`config.mk`:
```
export PLATFORM = sky130hd
export DESIGN_NAME = generation_sequencer
export DESIGN_NICKNAME = d
export VERILOG_FILES = /design/src/rtl/generation_sequencer.sv
export SDC_FILE = /design/constraint.sdc
export NUM_CORES = 1
export LEC_CHECK = 0
export CAP_MARGIN = 5
export CORE_ASPECT_RATIO = 1.4
export CORE_MARGIN = 2
export CORE_UTILIZATION = 50
export DETAILED_ROUTE_END_ITERATION = 16
export GPL_ROUTABILITY_DRIVEN = 0
export MAX_ROUTING_LAYER = met4
export PLACE_DENSITY_LB_ADDON = 0.1
export SYNTH_ARGS = -nofsm -noshare
export SYNTH_HDL_FRONTEND = slang
export SYNTH_SLANG_ARGS = --single-unit
```
`constraint.sdc`:
```
create_clock -name CLK -period 2.15 [get_ports CLK]
set_input_delay 0.5375 -clock CLK [delete_from_list [all_inputs] [get_ports CLK]]
set_output_delay 0.5375 -clock CLK [all_outputs]
set_load 0.01 [all_outputs]
```
`src/rtl/generation_sequencer.sv`:
```
// Sequences one Conway grid generation: snapshot, per-row settle and write strobe, completion.
// Optional macro GEN_SEQ_AUTORUN_EN: START seen in FINISH chains straight into the next SNAP.
module generation_sequencer #(
    parameter int unsigned SETTLE_CYCLES = 2,
    parameter int unsigned GEN_WIDTH     = 16
) (
    input  logic                 CLK,
    input  logic                 RST_N,
    input  logic                 START,
    input  logic                 HALT,
    output logic [1:0]           ROW_SEL,
    output logic                 ROW_WR_EN,
    output logic                 SNAPSHOT,
    output logic                 BUSY,
    output logic                 DONE,
    output logic [GEN_WIDTH-1:0] GEN_COUNT
);

    if (SETTLE_CYCLES < 1 || SETTLE_CYCLES > 15) begin : g_settle_range_err
        $error("SETTLE_CYCLES must be in 1..15");
    end

    typedef enum logic [2:0] {StIdle, StSnap, StSettle, StWrite, StFinish} state_e;

    localparam logic [3:0] SettleLast = 4'(SETTLE_CYCLES - 1);

    state_e               state_q, state_d;
    logic [3:0]           settle_cnt_q, settle_cnt_d;
    logic [1:0]           row_sel_q, row_sel_d;
    logic                 row_wr_en_q, row_wr_en_d;
    logic                 snapshot_q, snapshot_d;
    logic                 busy_q, busy_d;
    logic                 done_q, done_d;
    logic [GEN_WIDTH-1:0] gen_count_q, gen_count_d;

    always_comb begin
        state_d      = state_q;
        settle_cnt_d = settle_cnt_q;
        row_sel_d    = row_sel_q;
        gen_count_d  = gen_count_q;
        unique case (state_q)
            StIdle: begin
                if (START) begin
                    state_d      = StSnap;
                    row_sel_d    = 2'd0;
                    settle_cnt_d = 4'd0;
                end
            end
            StSnap: begin
                state_d      = StSettle;
                settle_cnt_d = 4'd0;
            end
            StSettle: begin
                if (!HALT) begin
                    if (settle_cnt_q == SettleLast) begin
                        state_d = StWrite;
                    end else begin
                        settle_cnt_d = settle_cnt_q + 4'd1;
                    end
                end
            end
            StWrite: begin
                if (!HALT) begin
                    if (row_sel_q == 2'd3) begin
                        state_d     = StFinish;
                        gen_count_d = gen_count_q + GEN_WIDTH'(1);
                    end else begin
                        state_d      = StSettle;
                        row_sel_d    = row_sel_q + 2'd1;
                        settle_cnt_d = 4'd0;
                    end
                end
            end
            StFinish: begin
`ifdef GEN_SEQ_AUTORUN_EN
                if (START) begin
                    state_d      = StSnap;
                    row_sel_d    = 2'd0;
                    settle_cnt_d = 4'd0;
                end else begin
                    state_d = StIdle;
                end
`else
                state_d = StIdle;
`endif
            end
            default: state_d = StIdle;
        endcase

        // Outputs are decoded from the next state so they are registered alongside it.
        snapshot_d  = (state_d == StSnap);
        row_wr_en_d = (state_d == StWrite);
        done_d      = (state_d == StFinish);
        busy_d      = (state_d != StIdle);
    end

    always_ff @(posedge CLK) begin
        if (!RST_N) begin
            state_q      <= StIdle;
            settle_cnt_q <= 4'd0;
            row_sel_q    <= 2'd0;
            row_wr_en_q  <= 1'b0;
            snapshot_q   <= 1'b0;
            busy_q       <= 1'b0;
            done_q       <= 1'b0;
            gen_count_q  <= '0;
        end else begin
            state_q      <= state_d;
            settle_cnt_q <= settle_cnt_d;
            row_sel_q    <= row_sel_d;
            row_wr_en_q  <= row_wr_en_d;
            snapshot_q   <= snapshot_d;
            busy_q       <= busy_d;
            done_q       <= done_d;
            gen_count_q  <= gen_count_d;
        end
    end

    // A HALT raised while in WRITE must suppress the strobe already registered for this cycle;
    // the held WRITE state re-presents it once HALT drops.
    assign ROW_WR_EN = row_wr_en_q & ~HALT;
    assign ROW_SEL   = row_sel_q;
    assign SNAPSHOT  = snapshot_q;
    assign BUSY      = busy_q;
    assign DONE      = done_q;
    assign GEN_COUNT = gen_count_q;

endmodule

```
==> results of run 1 <==
-- per-layer routing --
layer  share of wire, %  vias to the layer above
met5                  0                        -
met4                1.4                        0
met1                 42                      571
met3                3.7                        4
met2                 53                       27
li1                   -                      634
-- worst paths after layout --
kind	slack (ps)	start	to	cells after the start
max	130	HALT	GEN_COUNT[12]	5
min	500	GEN_COUNT[13]	GEN_COUNT[13]	2
max reg2reg	250	ROW_SEL[0]	ROW_SEL[0]	5
min reg2reg	500	GEN_COUNT[13]	GEN_COUNT[13]	2
-- report_power, final --
part	total, uW	leakage, uW	internal (uW)	switching (uW)
clock network	372	0.0000413	189	183
logic	71.7	0.000392	35.9	35.7
registers	557	0.000234	545	11.9
total	1000	0.000668	771	231
-- cells in the mapped netlist, drive strengths merged, types with 2 or more instances --
library cell,count
nand4,3
buf,4
mux2i,4
a31o,2
nand4b,2
dfxtp,29
nor2,19
nand2b,7
or4,2
nand3,9
a21oi,6
nand2,10
ha,4
and3,2
nor3,6
o2bb2ai,2
nor3b,2
or3,4
nand3b,2
o21ai,8
xnor2,9
nor4,5
inv,4
clkbuf,2
-- area by class of cell --
class	count	area, um2
multi-input cells	118	757
clock buffers	7	65.1
inverters	5	18.8
clock inverters	1	5.00
flip-flops and latches	29	581
repair buffers	33	309
fillers	242	862
well taps	36	45.0
-- flip-flops by register name (all words and copies together) (netlist names) --
register,flops
BUSY,1
DONE,1
GEN_COUNT,16
ROW_SEL,2
SNAPSHOT,1
row_wr_en_q,1
settle_cnt_q,4
state_q,3
-- metrics by stage --
stage          power [uW]  setup TNS, ps  cells  hold slack, ps  instance area (um2)
3_5_place_dp          643          -1860    221             482                 1710
3_3_place_gp          639          -1240    221             455                 1710
2_1_floorplan         614              0    158             459                 1390
5_1_grt              1040              0    229             515                 1780
6_report             1000              0    229             497                 1780
4_1_cts              1010              0    229             500                 1780
-- worst max-delay path: stages --
cell and delay, ps:
clkdlybuf4s50_1 470, nand3b_1 210, or4_4 550, or3_1 360, a21oi_1 150
-- what timing repair did --
item,in CTS,in global routing
gates resized for setup,1,0
endpoints found under the setup margin,1,0
hold endpoints to repair,0,0
-- cell families after synthesis --
| logic type | Yosys count | share of synthesized area, % |
|---|---|---|
| muxes | 4 | 2.87 |
| adders and majority gates | 4 | 3.59 |
| AOI/OAI and AO/OA | 21 | 9.16 |
| buffers and inverters | 11 | 4.04 |
| DFF | 29 | 41.7 |
| and+or+nand+nor | 80 | 33.0 |
| xor gates and xnor gates | 9 | 5.66 |
==> summary.txt, run 1 <==
GRT
  • Total track usage: 20.6%
  • Largest net degree at the start of global routing: 19
  • Grt ovf: 0
  • Most used routing layer: met2
  • Met1 GRT Util: 21.0%
  • Met2 Track Usage GR: 36.8%
  • Initial antenna violation count: 0
  • Wire length of the first global-routing pass: 5000 um
  • Met3 Use GR: 5.38%
  • Vias in the first global route: 1208

Worst hold path
  • Hold Path Class: flop to flop

Yosys
  • Seq/Total Area, Yosys: 41.7%
  • Syn_area_per_cell: 8.82 um2
  • Top post-synthesis cells by area: dfxtp_1 (42%), xnor2_1 (5.7%), nor2_1 (5.1%), ha_1 (3.6%), nand3_1 (3.2%)
  • Yosys reg bits: 29
  • Cell taking the most area after synthesis: dfxtp_1
  • Top cell type's share of synthesized area: 41.7%
  • Mapped Cells: 158
  • Count of cell types in the netlist: 39
  • Syn nets: 166
  • Number of synthesis warnings: 0
  • Post-Syn Area: 0.00139 mm2
  • Ys async rst share: 0%
  • Prevailing post-synth register cell: dfxtp_1
  • Post-synth EDFFs: 0

Routing
  • Wirelength per Cell: 12.8 um
  • Post-DRT Antenna Nets: 0
  • First-pass DRT Iterations: 4
  • Iter 0 DRT Violations: 10
  • Via count: 1236
  • Drt drc: 0
  • Routed WL: 2940 um
  • Vias per cell: 5.40

Floorplan
  • Rows: 22
  • I/O pins: 26
  • Initial core utilization: 52.7%
  • Die ar.: 0.00323 mm2
  • Chip width: 48.6 um
  • Die Y: 66.5 um
  • Core area: 0.00264 mm2

Timing
  • Fin. Hold Viols: 0
  • Fmax: 496 MHz
  • RSZ-0062 raised after global routing: no
  • Final setup viols: 0
  • Measured slew at the worst slew-check pin: 412 ps
  • Slew Limit Headroom: 72.3%
  • Worst setup margin: 135 ps
  • Worst Skew: 7.31 ps
  • Tmin final: 2020 ps
  • Slew Limit Fails: 0
  • Fin crit share: 93.7%

Worst setup path
  • Critical path type: input port to flop
  • CP Launch Type: input port
  • Crit. End Element: flop
  • Critical Path RT: 2410 ps
  • Worst Path Arrival: 2270 ps
  • CP max FO: 6

Clock network
  • Clock Latency Late Sink: 330 ps
  • CTS root buf: clkbuf_4
  • Clock transition at path regs: 90 ps
  • CTS Buf Count: 5
  • Max Buffers Root-to-Sink: 2
  • CTS tree: built
  • # clock sinks: 29
  • Post-CTS Setup Inserts: 0
  • H-tree Lvls: 2
  • CTS Hold Buffers Added: 0

Place
  • Post-Place Worst Slack: -193 ps
  • PortBufs: 25
  • DPL Wire Length: 2220 um

Cells and area
  • Final core utilization: 67.4%
  • Most common cell after layout, fill and taps aside: dfxtp_1
  • Most frequent cells in the layout: dfxtp_1 (29), clkdlybuf4s50_1 (24), nor2_1 (19)
  • NumNets Final: 200
  • Synth-to-Final Area Change: 27.7%
  • Ant diodes: 0
  • Share of layout cells above drive strength 1: 11.9%

Power
  • Max IR drop VDD: 0.383 mV
  • Leak: 0.000668 uW
  • PD cells: 562 mW/mm2

Run
  • Total of max-cap violations: 0

Status
  • Status: complete, no violations
Note: power is estimated with default switching activity, not from simulation.
==> run 2, diff against run 1 <==
CORE_MARGIN = default   (was 2)
CORE_UTILIZATION = 37   (was 50)
clock period = 2.4 ns   (was 2.15 ns; I/O delays follow)
==> summary.txt, run 2 (synthesized netlist as in run 1, its figures left out) <==
Status
  • Status: complete, no violations

Timing
  • Worst setup margin: 55.2 ps (-79.5 ps)
  • Tmin final: 2340 ps
  • Fin crit share: 97.7%
  • Fin. Hold Viols: 0 (unchanged)
  • Worst Skew: 6.06 ps (-1.25 ps)
  • Slew Limit Headroom: 71.8% (-0.46 points)
  • Slew Limit Fails: 0 (unchanged)
  • Setup tns final: 0 ps (unchanged)
  • Final setup viols: 0 (unchanged)
  • RSZ-0062 raised after global routing: no
  • Fmax: 426 MHz
  • Measured slew at the worst slew-check pin: 419 ps (+6.80 ps)

Worst setup path
  • CP Launch Type: input port
  • CP delay by family, top: buffers and inverters
  • CP Cell Sequence: clkdlybuf4s50_1 -> nor2b_1 -> clkdlybuf4s50_1
  • Crit. End Element: primary output
  • Critical Path Most Common Cell: clkdlybuf4s50_1
  • Critical Path Max Stage Delay: 540 ps (about the same)
  • Worst Path Arrival: 1740 ps (-530 ps)
  • Critical Path RT: 1800 ps (-610 ps)
  • R2R Setup Slk: 530 ps (+280 ps)
  • CP max FO: 5 (-1)
  • Critical path buffer and inverter count: 2 (+1)
  • Critical path type: input port to primary output
  • CP max-delay cell: clkdlybuf4s50_1

Power
  • Power, Total: 966 uW (-3.5%)
  • Leak: 0.000671 uW (+0.47%)
  • PD cells: 533 mW/mm2 (-5.3%)
  • Max IR drop VDD: 0.292 mV (-24%)

Floorplan
  • Die ar.: 0.00402 mm2 (+24%)
  • Core area: 0.00361 mm2 (+37%)
  • Die Y: 74.6 um (+12%)
  • Chip width: 53.9 um (+11%)
  • I/O pins: 26 (unchanged)
  • Initial core utilization: 38.6% (-14 points)
  • Rows: 26 (+18%)

Cells and area
  • Share of layout cells above drive strength 1: 11.4% (-0.52 points)
  • Synth-to-Final Area Change: 30.1%
  • Ant diodes: 0 (unchanged)
  • Most frequent cells in the layout: dfxtp_1 (29), clkdlybuf4s50_1 (25), nor2_1 (19)
  • Most common cell after layout, fill and taps aside: dfxtp_1
  • NumNets Final: 201 (+0.50%)
  • Max reg flops: 16 (unchanged)
  • Non-Filler Instances: 235 (+2.6%)
  • FILL cells: 362 (+50%)

GRT
  • Grt ovf: 0 (unchanged)
  • Initial antenna violation count: 0 (unchanged)
  • Vias in the first global route: 1218 (+0.83%)
  • Total track usage: 18.5% (-2.1 points)
  • Largest net degree at the start of global routing: 13 (-6)
  • Wire length of the first global-routing pass: 5200 um (+4.0%)

Routing
  • Post-DRT Antenna Nets: 0 (unchanged)
  • Drt drc: 0 (unchanged)
  • First-pass DRT Iterations: 4 (unchanged)
  • Via count: 1239 (+0.24%)
  • Iter 0 DRT Violations: 32 (+22)
  • Routed WL: 3160 um (+7.5%)
  • Wirelength per Cell: 13.5 um (+4.7%)
  • Vias per cell: 5.27 (-2.3%)

Clock network
  • # clock sinks: 29 (unchanged)
  • CTS tree: built
  • CTS Hold Buffers Added: 0 (unchanged)
  • CTS root buf: clkbuf_8
  • Clock transition at path regs: 60 ps (-30 ps)
  • Clock Latency Late Sink: 280 ps (-50 ps)
  • Max Buffers Root-to-Sink: 2 (unchanged)
  • CTS Buf Count: 5 (unchanged)
  • Post-CTS sizing: 0 (-1)
  • H-tree Lvls: 2 (unchanged)
  • Post-CTS Setup Inserts: 0 (unchanged)

Run
  • Total of max-cap violations: 0 (unchanged)

Place
  • Placed cells: 228 (+3.2%)
  • Post-Place Worst Slack: -0.210 ps (+193 ps)
  • DPL Wire Length: 2340 um (+5.5%)
  • PortBufs: 25 (unchanged)

Worst hold path
  • Hold Path Class: flop to flop
## run 2: cell types whose count changed in the layout (fill, tap and decap cells not counted), sizes merged
| cell | delta |
|---|---|
| buf | +1 |
| clkdlybuf4s50 | +1 |
| clkinv | -1 |
| dlygate4sd2 | -1 |
## run 2: cell type report
cell class	count	area [um2]	area share, %
clock buffers	7	86.3	4.76
inverters	5	18.8	1.04
flip-flops and latches	29	581	32.0
multi-input cells	118	757	41.8
well taps	42	52.6	2.90
repair buffers	34	318	17.5
## run 2: metal layers
metal	GRT usage [%]	share of wire, %
met5	-	0
met4	8.77	1.8
met3	4.24	2.7
met2	32.1	52
met1	19.0	43
## run 2: through the flow
stage                     hold slack (ps)  area, um2  util (%)
after floorplan                       459       1390         -
after global placement                456       1730      47.8
after detailed placement              471       1730      47.8
after CTS                             482       1810      50.2
after global routing                  514       1810      50.2
final                                 480       1810      50.2
## run 2: final timing paths
check / depth (start not counted) / to / from
min reg2reg: 2 / GEN_COUNT[15] / GEN_COUNT[15]
min: 2 / GEN_COUNT[15] / GEN_COUNT[15]
max reg2reg: 4 / GEN_COUNT[12] / state_q[0]
max: 3 / ROW_WR_EN / HALT
## run 2: power by group
part           total (uW)  leakage, uW  internal [uW]  switching, uW
combinational        65.2     0.000392           33.5           31.7
clock                 401    0.0000443            227            174
sequential            500     0.000234            489           10.6
## run 2: tightest hold or removal path: stages, from the launching register on
cell	delay, ps
dfxtp_1	320
nand2_1	60
mux2i_1	60
==> run 3, diff against run 2 <==
SLEW_MARGIN = 30   (was default)
==> results of run 3 <==
No change in the layout: final DEF, timing and power equal those of run 2.
